==> config.mk <==
export PLATFORM = sky130hd
export DESIGN_NAME = bidir_bus_arbiter
export DESIGN_NICKNAME = d
export VERILOG_FILES = /design/src/rtl/bidir_arb_pkg.sv /design/src/rtl/bidir_arb_timer.sv /design/src/rtl/bidir_bus_arbiter.sv
export SDC_FILE = /design/constraint.sdc
export NUM_CORES = 1
export LEC_CHECK = 0
export BUFFER_PORTS_ARGS = -buffer_cell sky130_fd_sc_hd__buf_2
export CELL_PAD_IN_SITES_DETAIL_PLACEMENT = 0
export CELL_PAD_IN_SITES_GLOBAL_PLACEMENT = 1
export CORE_MARGIN = 5
export CORE_UTILIZATION = 44
export DETAILED_ROUTE_END_ITERATION = 8
export PLACE_DENSITY = 0.8
export REMOVE_ABC_BUFFERS = 1
export SYNTH_ARGS = -nofsm -noshare
export SYNTH_HDL_FRONTEND = slang
export SYNTH_SLANG_ARGS = --single-unit
==> constraint.sdc <==
create_clock -name clk -period 4.5 [get_ports clk]
set_input_delay 0.9 -clock clk [delete_from_list [all_inputs] [get_ports clk]]
set_output_delay 0.9 -clock clk [all_outputs]
set_load 0.01 [all_outputs]
==> src/rtl/bidir_arb_pkg.sv <==
// Shared types and constants for the bidirectional bus arbiter.
package bidir_arb_pkg;

  typedef enum logic [1:0] {
    IDLE  = 2'd0,
    TURN  = 2'd1,
    GNT_A = 2'd2,
    GNT_B = 2'd3
  } state_t;

  localparam logic DIR_A2B = 1'b1;
  localparam logic DIR_B2A = 1'b0;

  localparam logic OWNER_A = 1'b0;
  localparam logic OWNER_B = 1'b1;

  localparam int REV_CNT_W = 8;

  function automatic logic [REV_CNT_W-1:0] rev_inc(input logic [REV_CNT_W-1:0] v);
    return (&v) ? v : v + 1'b1;
  endfunction

endpackage

==> src/rtl/bidir_arb_timer.sv <==
// Loadable down-counter with zero flag; shared by the turnaround countdown
// and the burst counter, which are never active at the same time.
module bidir_arb_timer #(
  parameter int W = 4
) (
  input  logic         clk,
  input  logic         rst,
  input  logic         load,
  input  logic [W-1:0] load_val,
  input  logic         dec,
  output logic         zero
);

  logic [W-1:0] count_reg;

  always_ff @(posedge clk) begin
    if (rst) begin
      count_reg <= '0;
    end else if (load) begin
      count_reg <= load_val;
    end else if (dec && (count_reg != '0)) begin
      count_reg <= count_reg - 1'b1;
    end
  end

  assign zero = (count_reg == '0);

endmodule

==> src/rtl/bidir_bus_arbiter.sv <==
// Half-duplex link arbiter with dead-cycle turnaround and round-robin ties.
// Define BIDIR_ARB_BURST_LIMIT_EN to enable MAX_BURST preemption.
module bidir_bus_arbiter
  import bidir_arb_pkg::*;
#(
  parameter int TURN_CYCLES = 2,
  parameter int MAX_BURST   = 16
) (
  input  logic                 clk,
  input  logic                 rst,
  input  logic                 req_a,
  input  logic                 req_b,
  output logic                 gnt_a,
  output logic                 gnt_b,
  output logic                 dir,
  output logic                 drv_en,
  output logic                 busy,
  output logic [REV_CNT_W-1:0] rev_cnt
);

  localparam int BURST_W = $clog2(MAX_BURST + 1);
  localparam int TIMER_W = (BURST_W > 4) ? BURST_W : 4;
  localparam logic [TIMER_W-1:0] TURN_LOAD = TIMER_W'(TURN_CYCLES - 1);
`ifdef BIDIR_ARB_BURST_LIMIT_EN
  localparam logic [TIMER_W-1:0] BURST_LOAD = TIMER_W'(MAX_BURST - 1);
`endif

  state_t               state_reg, state_next;
  logic                 dir_reg, dir_next;
  logic                 last_owner_reg, last_owner_next;
  logic [REV_CNT_W-1:0] rev_cnt_reg, rev_cnt_next;
  logic                 gnt_a_reg, gnt_b_reg, drv_en_reg, busy_reg;

  logic                 timer_load, timer_dec, timer_zero;
  logic [TIMER_W-1:0]   timer_val;
  logic                 target_a, own_req, other_req;

  bidir_arb_timer #(.W(TIMER_W)) u_timer (
    .clk      (clk),
    .rst      (rst),
    .load     (timer_load),
    .load_val (timer_val),
    .dec      (timer_dec),
    .zero     (timer_zero)
  );

  always_comb begin
    state_next      = state_reg;
    dir_next        = dir_reg;
    last_owner_next = last_owner_reg;
    rev_cnt_next    = rev_cnt_reg;
    timer_load      = 1'b0;
    timer_dec       = 1'b0;
    timer_val       = TURN_LOAD;
    target_a        = req_a && (!req_b || (last_owner_reg == OWNER_B));
    own_req         = (state_reg == GNT_A) ? req_a : req_b;
    other_req       = (state_reg == GNT_A) ? req_b : req_a;

    case (state_reg)
      IDLE: begin
        if (req_a || req_b) begin
          if ((target_a ? DIR_A2B : DIR_B2A) == dir_reg) begin
            state_next      = target_a ? GNT_A : GNT_B;
            last_owner_next = target_a ? OWNER_A : OWNER_B;
`ifdef BIDIR_ARB_BURST_LIMIT_EN
            timer_load      = 1'b1;
            timer_val       = BURST_LOAD;
`endif
          end else begin
            state_next   = TURN;
            dir_next     = ~dir_reg;
            rev_cnt_next = rev_inc(rev_cnt_reg);
            timer_load   = 1'b1;
          end
        end
      end
      TURN: begin
        // Requests are deliberately ignored here: the side chosen on entry wins.
        if (timer_zero) begin
          state_next      = (dir_reg == DIR_A2B) ? GNT_A : GNT_B;
          last_owner_next = (dir_reg == DIR_A2B) ? OWNER_A : OWNER_B;
`ifdef BIDIR_ARB_BURST_LIMIT_EN
          timer_load      = 1'b1;
          timer_val       = BURST_LOAD;
`endif
        end else begin
          timer_dec = 1'b1;
        end
      end
      GNT_A, GNT_B: begin
        if (!own_req) begin
          state_next = IDLE;
`ifdef BIDIR_ARB_BURST_LIMIT_EN
        end else if (timer_zero && other_req) begin
          state_next   = TURN;
          dir_next     = ~dir_reg;
          rev_cnt_next = rev_inc(rev_cnt_reg);
          timer_load   = 1'b1;
`endif
        end else begin
          timer_dec = 1'b1;
        end
      end
      default: state_next = IDLE;
    endcase
  end

  // Outputs are registered from the next state so they line up with state_reg.
  always_ff @(posedge clk) begin
    if (rst) begin
      state_reg      <= IDLE;
      dir_reg        <= DIR_A2B;
      last_owner_reg <= OWNER_B;
      rev_cnt_reg    <= '0;
      gnt_a_reg      <= 1'b0;
      gnt_b_reg      <= 1'b0;
      drv_en_reg     <= 1'b0;
      busy_reg       <= 1'b0;
    end else begin
      state_reg      <= state_next;
      dir_reg        <= dir_next;
      last_owner_reg <= last_owner_next;
      rev_cnt_reg    <= rev_cnt_next;
      gnt_a_reg      <= (state_next == GNT_A);
      gnt_b_reg      <= (state_next == GNT_B);
      drv_en_reg     <= (state_next == GNT_A) || (state_next == GNT_B);
      busy_reg       <= (state_next != IDLE);
    end
  end

  assign gnt_a   = gnt_a_reg;
  assign gnt_b   = gnt_b_reg;
  assign dir     = dir_reg;
  assign drv_en  = drv_en_reg;
  assign busy    = busy_reg;
  assign rev_cnt = rev_cnt_reg;

endmodule

## Word level (Yosys, flattened, before mapping)

Index checks and enable logic that the tools add are counted.

- Equal/unequal tests: 9
- Add/sub/neg operators: 2
- Bitwise gates (word level): 3
- Multiplexer cells: 23
- Reductions and logical operators: 18

Operator list:

| operator | count |
|---|---|
| $mux W1 | 16 |
| $add A8 B1 Y8 const B | 1 |
| $eq A2 B2 Y1 const B | 4 |
| $mux W2 | 4 |
| $reduce_and A4 Y1 | 2 |
| $reduce_and A8 Y1 | 1 |
| $ne A2 B2 Y1 const B | 3 |
| $pmux W2 S3 | 1 |
| $reduce_bool A2 Y1 | 3 |
| $logic_not A5 Y1 | 1 |
| $reduce_bool A5 Y1 | 1 |
| $sub A5 B1 Y5 const B | 1 |
| $pmux W1 S2 | 2 |
| $reduce_or A2 Y1 | 2 |
| $logic_or A1 B1 Y1 | 3 |
| $not A1 Y1 | 3 |
| $reduce_and A3 Y1 | 1 |
| $eq A2 B1 Y1 const B | 1 |
| $logic_and A1 B1 Y1 | 2 |
| $logic_not A2 Y1 | 1 |
| $eq A1 B1 Y1 | 1 |
| $logic_not A1 Y1 | 1 |

- Word-level logic and storage cells: 65
- Register bits after elaboration: 21

## Longest topological paths before layout

- Depth after elaboration: 10
- Gate-level depth with buffers: 7
- Gate-level depth less buffers: 7

## By module

A second synthesis with hierarchy kept.

- Cells, all modules: 122
- Area total of the unflattened synthesis: 1,147.4 um^2

Modules (own cells, without submodules):

| module | instances | area an instance (um^2) | cells an instance |
|---|---|---|---|
| bidir_bus_arbiter | 1 | 820.8 | 85 |
| bidir_arb_timer | 1 | 326.6 | 37 |

## Least setup slack after synthesis

OpenSTA, ideal clock, no wires.

- Path kind: input to register
- Start point: input port req_a
- End point: register rev_cnt_reg[7] (netlist: rev_cnt[7])
- Cell stages on the path: 6
- Data arrival time: 2.336 ns
- Setup slack: 2.048 ns
- Required time: 4.384 ns
- Cell sequence: a21boi_0 > ha_1 > nor3b_4 > nand4_2 > or4b_1 > o211a_1

- Word-level cells in the longest chain between the ends: 5
- Elaborated cells on any way between the ends: 6

RTL lines:

| element | line | RTL |
|---|---|---|
| from (decl) | bidir_bus_arbiter.sv:11 | `input logic req_a,` |
| $logic_and A1 B1 Y1 | bidir_bus_arbiter.sv:55 | `target_a = req_a && (!req_b \|\| (last_owner_reg == OWNER_B));` |
| $mux W1 | bidir_bus_arbiter.sv:62 | `if ((target_a ? DIR_A2B : DIR_B2A) == dir_reg) begin` |
| $eq A1 B1 Y1 | bidir_bus_arbiter.sv:62 |  |
| $not A1 Y1 (no source line) | -- |  |
| $reduce_and A4 Y1 (no source line) * | -- |  |
| to (signal assigned) | bidir_bus_arbiter.sv:123 | `rev_cnt_reg <= rev_cnt_next;` |
| to (decl) | bidir_bus_arbiter.sv:31 | `logic [REV_CNT_W-1:0] rev_cnt_reg, rev_cnt_next;` |

Every way passes the cells marked *; elsewhere a longest branch is shown, timed or not.
A chain may end at the register's enable or synchronous reset.

## Final worst setup path

Same ends and word-level chain as after synthesis.

==> flow_metrics.py <==
metrics = {
    "timing": {
        "fin_ws_ns": 2.11,
        "setup_viol": 0,
        "tightest_slew_ns": 0.453,
        "min_period_over_period_pct": 53.1,
        "slew-limit-headroom_pct": 69.7,
        "drv_slew": 0,
        "rsz0062_at_grt": "no",
        "fin_worst_skew_ns": 0.00130,
        "fmax_mhz": 419,
        "period_needed_ns": 2.39,
        "hold_violations": 0,
        "finalSetupTns_ns": 0,
    },
    "critical_path": {
        "path_delay_family": "simple AND/OR/NAND/NOR gates",
        "cp-start-kind": "input pin",
        "r2r_end": "rev_cnt[7]",
        "reg2reg_slack_ns": 2.52,
        "worst_path_max_delay_cell": "or4b_1",
        "critical_path_arrival_ns": 2.59,
        "worst-setup-path-type": "input pin to register",
        "path_buf_inv": 1,
        "critPathMaxFanout": 7,
        "endpoint": "rev_cnt[7]",
        "reg2regPathDepth": 7,
        "critPathMaxStageDelay_ns": 0.49,
        "required_ns": 4.71,
        "reg2reg_from": "last_owner_reg",
        "cp-end-kind": "register",
        "critical_path_depth": 7,
        "worstSetupStartpoint": "req_a",
        "path_cells": "buf_2 > a21boi_0 > ha_1 > nor3b_4 > nand4_2 > or4b_1 > o211a_1",
    },
    "finish": {
        "nNetsFinal": 139,
        "area_delta_synth_final_pct": 12.2,
        "fillers": 227,
        "final_cells": 159,
        "multi_input_area_um2": 577,
        "mostFrequentLayoutCells": "dfxtp_1 (20), buf_2 (16), nor2_1 (11), inv_1 (9), nand2_1 (8)",
        "num_antenna_cells": 0,
        "drive_gt1_share_pct": 20.6,
        "largest_reg_flops": 8,
        "final_common_cell": "dfxtp_1",
        "regArea_um2": 400,
    },
    "logic_synthesis": {
        "synth_edf_count": 0,
        "ys.warnings.count": 0,
        "syn-cell-area_um2": 1040,
        "async_flop_share_pct": 0,
        "syn_avg_cell_area_um2": 9.01,
        "netlist_instances": 115,
        "synth-seq-cells": 20,
        "yosysSeqAreaShare_pct": 38.6,
        "synth_ff_type": "dfxtp_1",
        "synth.distinct_cells": 41,
    },
    "global_routing": {
        "grt-ovfl-total": 0,
        "antenna_found_initial": 0,
        "grt_pass1_vias": 810,
        "grt_use_total_pct": 13.2,
        "grt_pass1_wl_um": 3600,
        "grt_max_degree": 16,
    },
    "placed_design": {
        "dp.cells": 155,
        "io_buffer_count": 16,
        "gp_congestion": 0.756,
        "place_hpwl_um": 1580,
        "post-place-ws_ns": 1.79,
    },
    "clock_tree": {
        "cts_sinks": 20,
        "clock_path_buffers": 2,
        "cts_buffers": 3,
        "cts_htree_levels": 1,
        "cts_setup_buffers": 0,
        "path_clk_slew_ns": 0.12,
        "post_cts_resized": 0,
        "hold_buffers": 0,
        "cts-root-buf": "clkbuf_4",
        "cts_tree": "built",
        "worst_skew_pair.late_latency_ns": 0.30,
    },
    "floorplanning": {
        "die-area_um2": 3430,
        "fp.dieW_um": 58.5,
        "row_count": 17,
        "initial_core_util_pct": 46.4,
        "core_um2": 2230,
        "die_y_um": 58.5,
        "io_pins": 17,
    },
    "pwr": {
        "p_leak_nw": 0.523,
        "p_per_area_nw_per_um2": 585,
        "total_power_mw": 0.680,
        "peakVddDrop_v": 0.000300,
    },
    "status": {
        "status": "finished clean",
    },
    "detailed_routing": {
        "drt_pass1_iterations": 4,
        "vias": 862,
        "wirelength_um": 2100,
        "vias_per_cell": 5.42,
        "wl_per_cell_um": 13.2,
        "drtAntennaViolNets": 0,
        "drt-initial-drc-count": 8,
        "drc": 0,
    },
    "min_path": {
        "hold_path.startpoint": "u_timer.count_reg[4]",
        "min_path_type": "register to register",
    },
    "flow_run": {
        "drv_cap": 0,
    },
}
==> stage by stage <==
step                hold WS (ns)  area [um2]  utilization, %
global route               0.491        1160            52.0
finish                     0.474        1160            52.0
detailed placement         0.461        1130            50.4
global placement           0.458        1130            50.4
CTS                        0.478        1160            52.0
floorplan                  0.447        1010               -
==> worst min-delay path by stage <==
stage                                      end  slack [ns]  cells past startpoint
after floorplan           u_timer.count_reg[4]        0.45                      1
after global placement    u_timer.count_reg[4]        0.46                      1
after detailed placement  u_timer.count_reg[4]        0.46                      1
after CTS                 u_timer.count_reg[4]        0.48                      1
after global routing      u_timer.count_reg[4]        0.49                      1
final                     u_timer.count_reg[4]        0.47                      1
==> worst reg2reg max path, delay by kind of cell (launching register included) <==
| family | cells | cell delay, ns |
|---|---|---|
| compound gates | 2 | 0.22 |
| flops | 1 | 0.33 |
| simple gates | 3 | 0.99 |
| buf+inv | 1 | 0.04 |
| fa+ha+maj | 1 | 0.31 |
==> routing by layer <==
metal	global-route usage (%)	vias up	share of wire, %
met2	21.5	12	47
met3	2.85	2	3.3
met1	17.3	394	49
met4	3.97	0	0.86
met5	0	-	0
li1	-	454	-
==> synth_stat cells (2+ instances only) <==
library cell	n	area (um2)
o211a_1	2	20.0
nor2_1	11	41.3
a211o_1	2	17.5
a211oi_1	3	22.5
xnor2_1	2	17.5
or2_2	2	12.5
mux2i_1	3	30.0
or3_1	3	18.8
inv_1	9	33.8
ha_1	3	37.5
nand3_1	4	20.0
nor3_1	2	10.0
a21oi_1	6	30.0
xor2_1	2	17.5
nand4_1	2	12.5
dfxtp_1	20	400
nand2_1	8	30.0
or4b_1	2	20.0
o21ai_0	5	25.0
a21o_1	3	22.5
==> cell families (layout without fill, tap and decap cells) <==
kind of cell	Yosys count	after routing	synth area share, %
xor+xnor	4	4	3.38
flops	20	20	38.6
simple gates	42	42	24.0
fa+ha+maj	3	3	3.62
mux	4	4	3.99
buf+inv	13	29	5.67
compound gates	29	29	20.7
==> final cells by class <==
type	count	area share, %
multi-input cells	82	49.6
repair buffers	16	6.89
inverters	9	2.91
well taps	28	3.01
clock buffers	4	3.12
flip-flops and latches	20	34.4
==> report_power, final <==
part | total [mW] | internal, mW | switching (mW) | leakage [nW]
logic | 0.297 | 0.139 | 0.158 | 0.338
registers | 0.277 | 0.222 | 0.0541 | 0.163
clock network | 0.106 | 0.0493 | 0.0568 | 0.0210
total | 0.680 | 0.410 | 0.269 | 0.523
Note: power is estimated with default switching activity, not from simulation.
